[src/rtl/wb_mem_arbiter_pkg.sv]
// wb_mem_arbiter_pkg: FSM state encoding and master ids shared by the arbiter files.
package wb_mem_arbiter_pkg;
    localparam logic [1:0] ARB_IDLE  = 2'd0;
    localparam logic [1:0] ARB_GNT_I = 2'd1;
    localparam logic [1:0] ARB_GNT_D = 2'd2;
    localparam logic ARB_M_I = 1'b0;
    localparam logic ARB_M_D = 1'b1;
endpackage

[src/rtl/wb_arb_pick.sv]
// wb_arb_pick: two-master grant decision; ARB_DATA_PRIORITY_EN makes data win ties, else ties alternate.
module wb_arb_pick
    import wb_mem_arbiter_pkg::*;
(
    input  logic i_req_i,
    input  logic d_req_i,
    input  logic last_gnt_i,
    output logic gnt_i_o,
    output logic gnt_d_o
);
    logic tie_d;
`ifdef ARB_DATA_PRIORITY_EN
    assign tie_d = 1'b1;
`else
    assign tie_d = last_gnt_i == ARB_M_I;
`endif
    assign gnt_d_o = d_req_i & (~i_req_i | tie_d);
    assign gnt_i_o = i_req_i & ~gnt_d_o;
endmodule

[src/rtl/wb_mem_arbiter.sv]
// wb_mem_arbiter: iwb/dwb Wishbone arbiter onto one memory port; ARB_DATA_PRIORITY_EN selects data-priority ties.
module wb_mem_arbiter
    import wb_mem_arbiter_pkg::*;
#(
    parameter int AW = 32,
    parameter int DW = 32
) (
    input  logic            clk,
    input  logic            rst,
    input  logic [AW-1:0]   iwb_adr_i,
    input  logic            iwb_cyc_i,
    input  logic            iwb_stb_i,
    output logic [DW-1:0]   iwb_dat_o,
    output logic            iwb_ack_o,
    input  logic [AW-1:0]   dwb_adr_i,
    input  logic [DW-1:0]   dwb_dat_i,
    input  logic            dwb_we_i,
    input  logic [DW/8-1:0] dwb_sel_i,
    input  logic            dwb_cyc_i,
    input  logic            dwb_stb_i,
    output logic [DW-1:0]   dwb_dat_o,
    output logic            dwb_ack_o,
    output logic            dwb_err_o,
    output logic [AW-1:0]   mem_adr_o,
    output logic [DW-1:0]   mem_dat_o,
    output logic            mem_we_o,
    output logic [DW/8-1:0] mem_sel_o,
    output logic            mem_cyc_o,
    output logic            mem_stb_o,
    input  logic [DW-1:0]   mem_dat_i,
    input  logic            mem_ack_i,
    input  logic            mem_err_i,
    output logic            ibus_err_o
);
    logic [1:0] state_q, state_d;
    logic last_gnt_q, last_gnt_d, ibus_err_q, ibus_err_d;
    logic pick_i, pick_d, gnt_i, gnt_d, done;
    wb_arb_pick u_pick (
        .i_req_i   (iwb_cyc_i & iwb_stb_i),
        .d_req_i   (dwb_cyc_i & dwb_stb_i),
        .last_gnt_i(last_gnt_q),
        .gnt_i_o   (pick_i),
        .gnt_d_o   (pick_d)
    );
    assign gnt_i = state_q == ARB_GNT_I;
    assign gnt_d = state_q == ARB_GNT_D;
    assign done  = (gnt_i | gnt_d) & (mem_ack_i | mem_err_i);
    // a grant ends on completion or when its owner abandons the cycle
    always_comb begin
        state_d    = state_q;
        last_gnt_d = done ? (gnt_d ? ARB_M_D : ARB_M_I) : last_gnt_q;
        ibus_err_d = ibus_err_q | (gnt_i & mem_err_i);
        if (state_q == ARB_IDLE)
            state_d = pick_d ? ARB_GNT_D : pick_i ? ARB_GNT_I : ARB_IDLE;
        else if (done || !(gnt_i ? iwb_cyc_i : gnt_d & dwb_cyc_i))
            state_d = ARB_IDLE;
    end
    always_ff @(posedge clk or posedge rst) begin
        if (rst) begin
            state_q    <= ARB_IDLE;
            last_gnt_q <= ARB_M_I;
            ibus_err_q <= 1'b0;
        end else begin
            state_q    <= state_d;
            last_gnt_q <= last_gnt_d;
            ibus_err_q <= ibus_err_d;
        end
    end
    assign mem_adr_o  = gnt_i ? iwb_adr_i : gnt_d ? dwb_adr_i : '0;
    assign mem_dat_o  = gnt_d ? dwb_dat_i : '0;
    assign mem_we_o   = gnt_d & dwb_we_i;
    assign mem_sel_o  = gnt_i ? '1 : gnt_d ? dwb_sel_i : '0;
    assign mem_cyc_o  = (gnt_i & iwb_cyc_i) | (gnt_d & dwb_cyc_i);
    assign mem_stb_o  = (gnt_i & iwb_stb_i) | (gnt_d & dwb_stb_i);
    assign iwb_dat_o  = gnt_i ? mem_dat_i : '0;
    assign iwb_ack_o  = gnt_i & (mem_ack_i | mem_err_i);
    assign dwb_dat_o  = gnt_d ? mem_dat_i : '0;
    assign dwb_ack_o  = gnt_d & mem_ack_i & ~mem_err_i;
    assign dwb_err_o  = gnt_d & mem_err_i;
    assign ibus_err_o = ibus_err_q;
endmodule

[config.mk]
export PLATFORM = sky130hd
export DESIGN_NAME = wb_mem_arbiter
export DESIGN_NICKNAME = d
export VERILOG_FILES = /design/src/rtl/wb_mem_arbiter_pkg.sv /design/src/rtl/wb_arb_pick.sv /design/src/rtl/wb_mem_arbiter.sv
export SDC_FILE = /design/constraint.sdc
export NUM_CORES = 1
export LEC_CHECK = 0
export ABC_AREA = 1
export ABC_CLOCK_PERIOD_IN_PS = 1800
export CAP_MARGIN = 20
export CORE_AREA = 2 2 108 110
export DETAILED_ROUTE_END_ITERATION = 6
export DIE_AREA = 0 0 110 112
export DONT_BUFFER_PORTS = 1
export PLACE_DENSITY = 0.3
export SYNTH_ARGS = -nofsm -noshare
export SYNTH_HDL_FRONTEND = slang
export SYNTH_SLANG_ARGS = --single-unit
export TNS_END_PERCENT = 50
[constraint.sdc]
create_clock -name clk -period 1.8 [get_ports clk]
set_clock_uncertainty 0.15 [all_clocks]
set_input_delay 0.54 -clock clk [delete_from_list [all_inputs] [get_ports clk]]
set_output_delay 0.54 -clock clk [all_outputs]
set_load 0.1 [all_outputs]
==> results of run 1 <==
critical path, stage by stage (launching register included):
cell        delay (ns)
dfrtp_1           0.41
buf_6             0.14
ha_4              0.18
buf_12            0.16
buf_16            0.16
nand2_4           0.07
clkinvlp_4        0.09
buf_12            0.17
through the flow:
| stage | cell area (um2) | setup TNS, ns | power [mW] | setup slack [ns] |
|---|---|---|---|---|
| after global routing | 6316 | -70.24 | 3.552 | -0.5629 |
| after CTS | 5991 | -63.06 | 3.375 | -0.5294 |
| after global placement | 5451 | -29.50 | 2.869 | -0.2919 |
| final | 6316 | -63.38 | 3.446 | -0.5110 |
| after detailed placement | 5451 | -35.10 | 2.877 | -0.3700 |
| after floorplan | 2989 | -44.53 | 2.139 | -0.3651 |
metal layers:
metal	part of all wire [%]	GRT usage [%]
met1	31	15.88
met2	58	31.17
met3	11	3.806
met4	0.36	1.519
met5	0	0
logic make-up (layout without fill, tap and decap cells):
logic type      after synthesis  in the layout  synth area share, %
fa+ha+maj                     5              5                3.494
compound gates                6              6                2.026
buf+inv                     131            265                34.59
flops                         4              4                5.591
simple gates                218            218                54.30
how the worst max path moves through the flow:
stage,from,end,slack (ns),cells after the start
after CTS,state_q[1],dwb_dat_o[2],-0.53,7
after floorplan,state_q[0],dwb_dat_o[10],-0.37,7
after global routing,state_q[0],mem_adr_o[1],-0.56,7
final,state_q[1],mem_dat_o[29],-0.51,7
after detailed placement,state_q[1],mem_adr_o[3],-0.37,6
after global placement,state_q[1],mem_adr_o[30],-0.29,6
state kept, by name (all words and copies together), names as in the netlist:
register / cells
last_gnt_q: 1
ibus_err_o: 1
state_q: 2
cell usage in the layout, fill, tap and decap left out, drive strengths merged:
cell type / Yosys / routed
a21oi: 1 / 1
a22o: 1 / 1
buf: 24 / 151
clkbuf: 0 / 6
clkinvlp: 0 / 96
dfrtp: 4 / 4
dlygate4sd3: 0 / 1
ha: 5 / 5
inv: 107 / 11
nand2: 177 / 177
nand3: 35 / 35
nand4: 3 / 3
nor2: 3 / 3
o21ai: 3 / 3
o21bai: 1 / 1
report_power, final:
part	leakage, nW	internal [mW]	switching [mW]
registers	0.0475	0.101	0.00854
logic	2.29	0.956	2.03
clock network	0.0370	0.284	0.0697
area by class of cell:
| type | count | area (um2) | share of cell area [%] |
|---|---|---|---|
| clock buffers | 3 | 75.07 | 1.189 |
| inverters | 107 | 767.0 | 12.14 |
| repair buffers | 155 | 2849 | 45.11 |
| multi-input cells | 229 | 2345 | 37.12 |
| well taps | 143 | 178.9 | 2.833 |
| flip-flops and latches | 4 | 101.3 | 1.605 |
synthesized netlist by cell type:
library cell  count  area share [%]
nand2_1         176              37
inv_1           106              22
nand3_2          20              11
nand3_1          15             4.2
buf_2            11             3.1
buf_6             8             5.0
ha_1              5             3.5
dfrtp_1           4             5.6
nand4_1           3             1.0
nor2_1            3            0.63
buf_12            2             2.2
buf_4             2            0.84
o21ai_0           2            0.56
a21oi_1           1            0.28
a22o_1            1            0.49
buf_8             1            0.84
inv_4             1            0.35
nand2_2           1            0.35
o21ai_1           1            0.28
o21bai_1          1            0.42
repair_timing:
item / 4_1_cts / 5_1_grt
buffers inserted: 7 / 7
resized for setup: 75 / 62
gates cloned: 4 / 3
pin swaps: 25 / 25
hold buffers: 1 / 0
setup endpoints to repair: 138 / 138
hold endpoints to repair: 4 / 0
==> results.yml, run 1 <==
logic_synthesis:
  synth_area_mm2: 0.001790
  yosysUniqueCellTypes: 20
  synth_cells: 364
  syn_area_per_cell_um2: 4.919
  synth_seq_cells: 4
  yosys_warnings: 0
  syn-num-nets: 510
  ys_seq_area_share_pct: 5.590
final_layout:
  antenna_cells: 0
  nNetsFinal: 646
  drive_gt1_share_pct: 90.36
  syn2layout_area_growth_pct: 252.8
  fill_cells: 933
  layoutNonFillerInstCount: 641
  fin_util_pct: 56.52
drt:
  dr.first_iter.drc_count: 76
  drc: 0
  vias: 2683
  wl_mm: 10.46
  antenna_left: 0
  vias_per_cell: 4.186
  dr.pass1.iters: 4
  avgRoutedWirePerCell_um: 16.32
timing:
  hold_viol_final: 0
  finalMaxSlewViolations: 0
  tightest_slew_ns: 0.3611
  rsz0062_at_grt: "yes"
  setup_viol: 138
  fin_crit_sh_pct: 128.4
  fmaxAchievable_ghz: 0.4327
  min_period_ns: 2.311
  finalWorstSetupSlack_ns: -0.5110
  maxSlewHeadroom_pct: 75.77
  hold_ws_ns: 0.3026
cts:
  clk_pin_slew_ns: 0.03
  clk_path_buf_depth: 2
  cts_root_buf: "clkbuf_16"
  cts.sinks: 4
  numCtsBuffers: 3
  htreeDepth: 1
  cts_tree: "built"
  clock_latency_ns: 0.23
global_route:
  gr-total-overflow: 0
  grt_usage_pct: 15.40
  grt_pass1_wl_mm: 14.77
  grt_pass1_vias: 2539
  antenna_found_initial: 0
  grt_max_degree: 34
floorplanning:
  core_mm2: 0.01117
  pin_count: 280
  fp.dieW_um: 110
  rows: 39
  initial_core_util_pct: 16.02
  chipHeight_um: 112
  dieArea_mm2: 0.01232
worst_setup_path:
  path_class: "flip-flop to primary output"
  r2r_start: "state_q[0]"
  crit_fanout: 10
  worstPathRequired_ns: 1.11
  critPathArrivalTime_ns: 1.62
  ff2ff_path_depth: 7
  critPathCaptureType: "primary output"
  r2r_end: "state_q[1]"
  critPathLaunchType: "flip-flop"
  reg2reg_slack_ns: 0.08
power:
  ir_worst_vdd_uv: 339.3
  p_leak_nw: 2.376
  p_per_area_mw_per_mm2: 545.6
hold_path:
  holdPathStages: 2
  min_from: "mem_err_i"
  hp-class: "input port to flip-flop"
  hold_path_end: "ibus_err_o"
run:
  cap_violations: 0
placed_design:
  gp_congestion: 0.7430
  hpwl_mm: 8.504
  placed_cells: 618
  io_buffers: 0
run_status:
  violations: "setup timing"
  status: "finished with violations"
(Power assumes the default switching activity.)
==> run 2: changes to the inputs <==
--- a/config.mk
+++ b/config.mk
@@ -13,6 +13,7 @@
 export DIE_AREA = 0 0 110 112
 export DONT_BUFFER_PORTS = 1
 export PLACE_DENSITY = 0.3
+export RECOVER_POWER = 25
 export SYNTH_ARGS = -nofsm -noshare
 export SYNTH_HDL_FRONTEND = slang
 export SYNTH_SLANG_ARGS = --single-unit
==> results of run 2 <==
No change in the layout: final DEF, timing and power equal those of run 1.
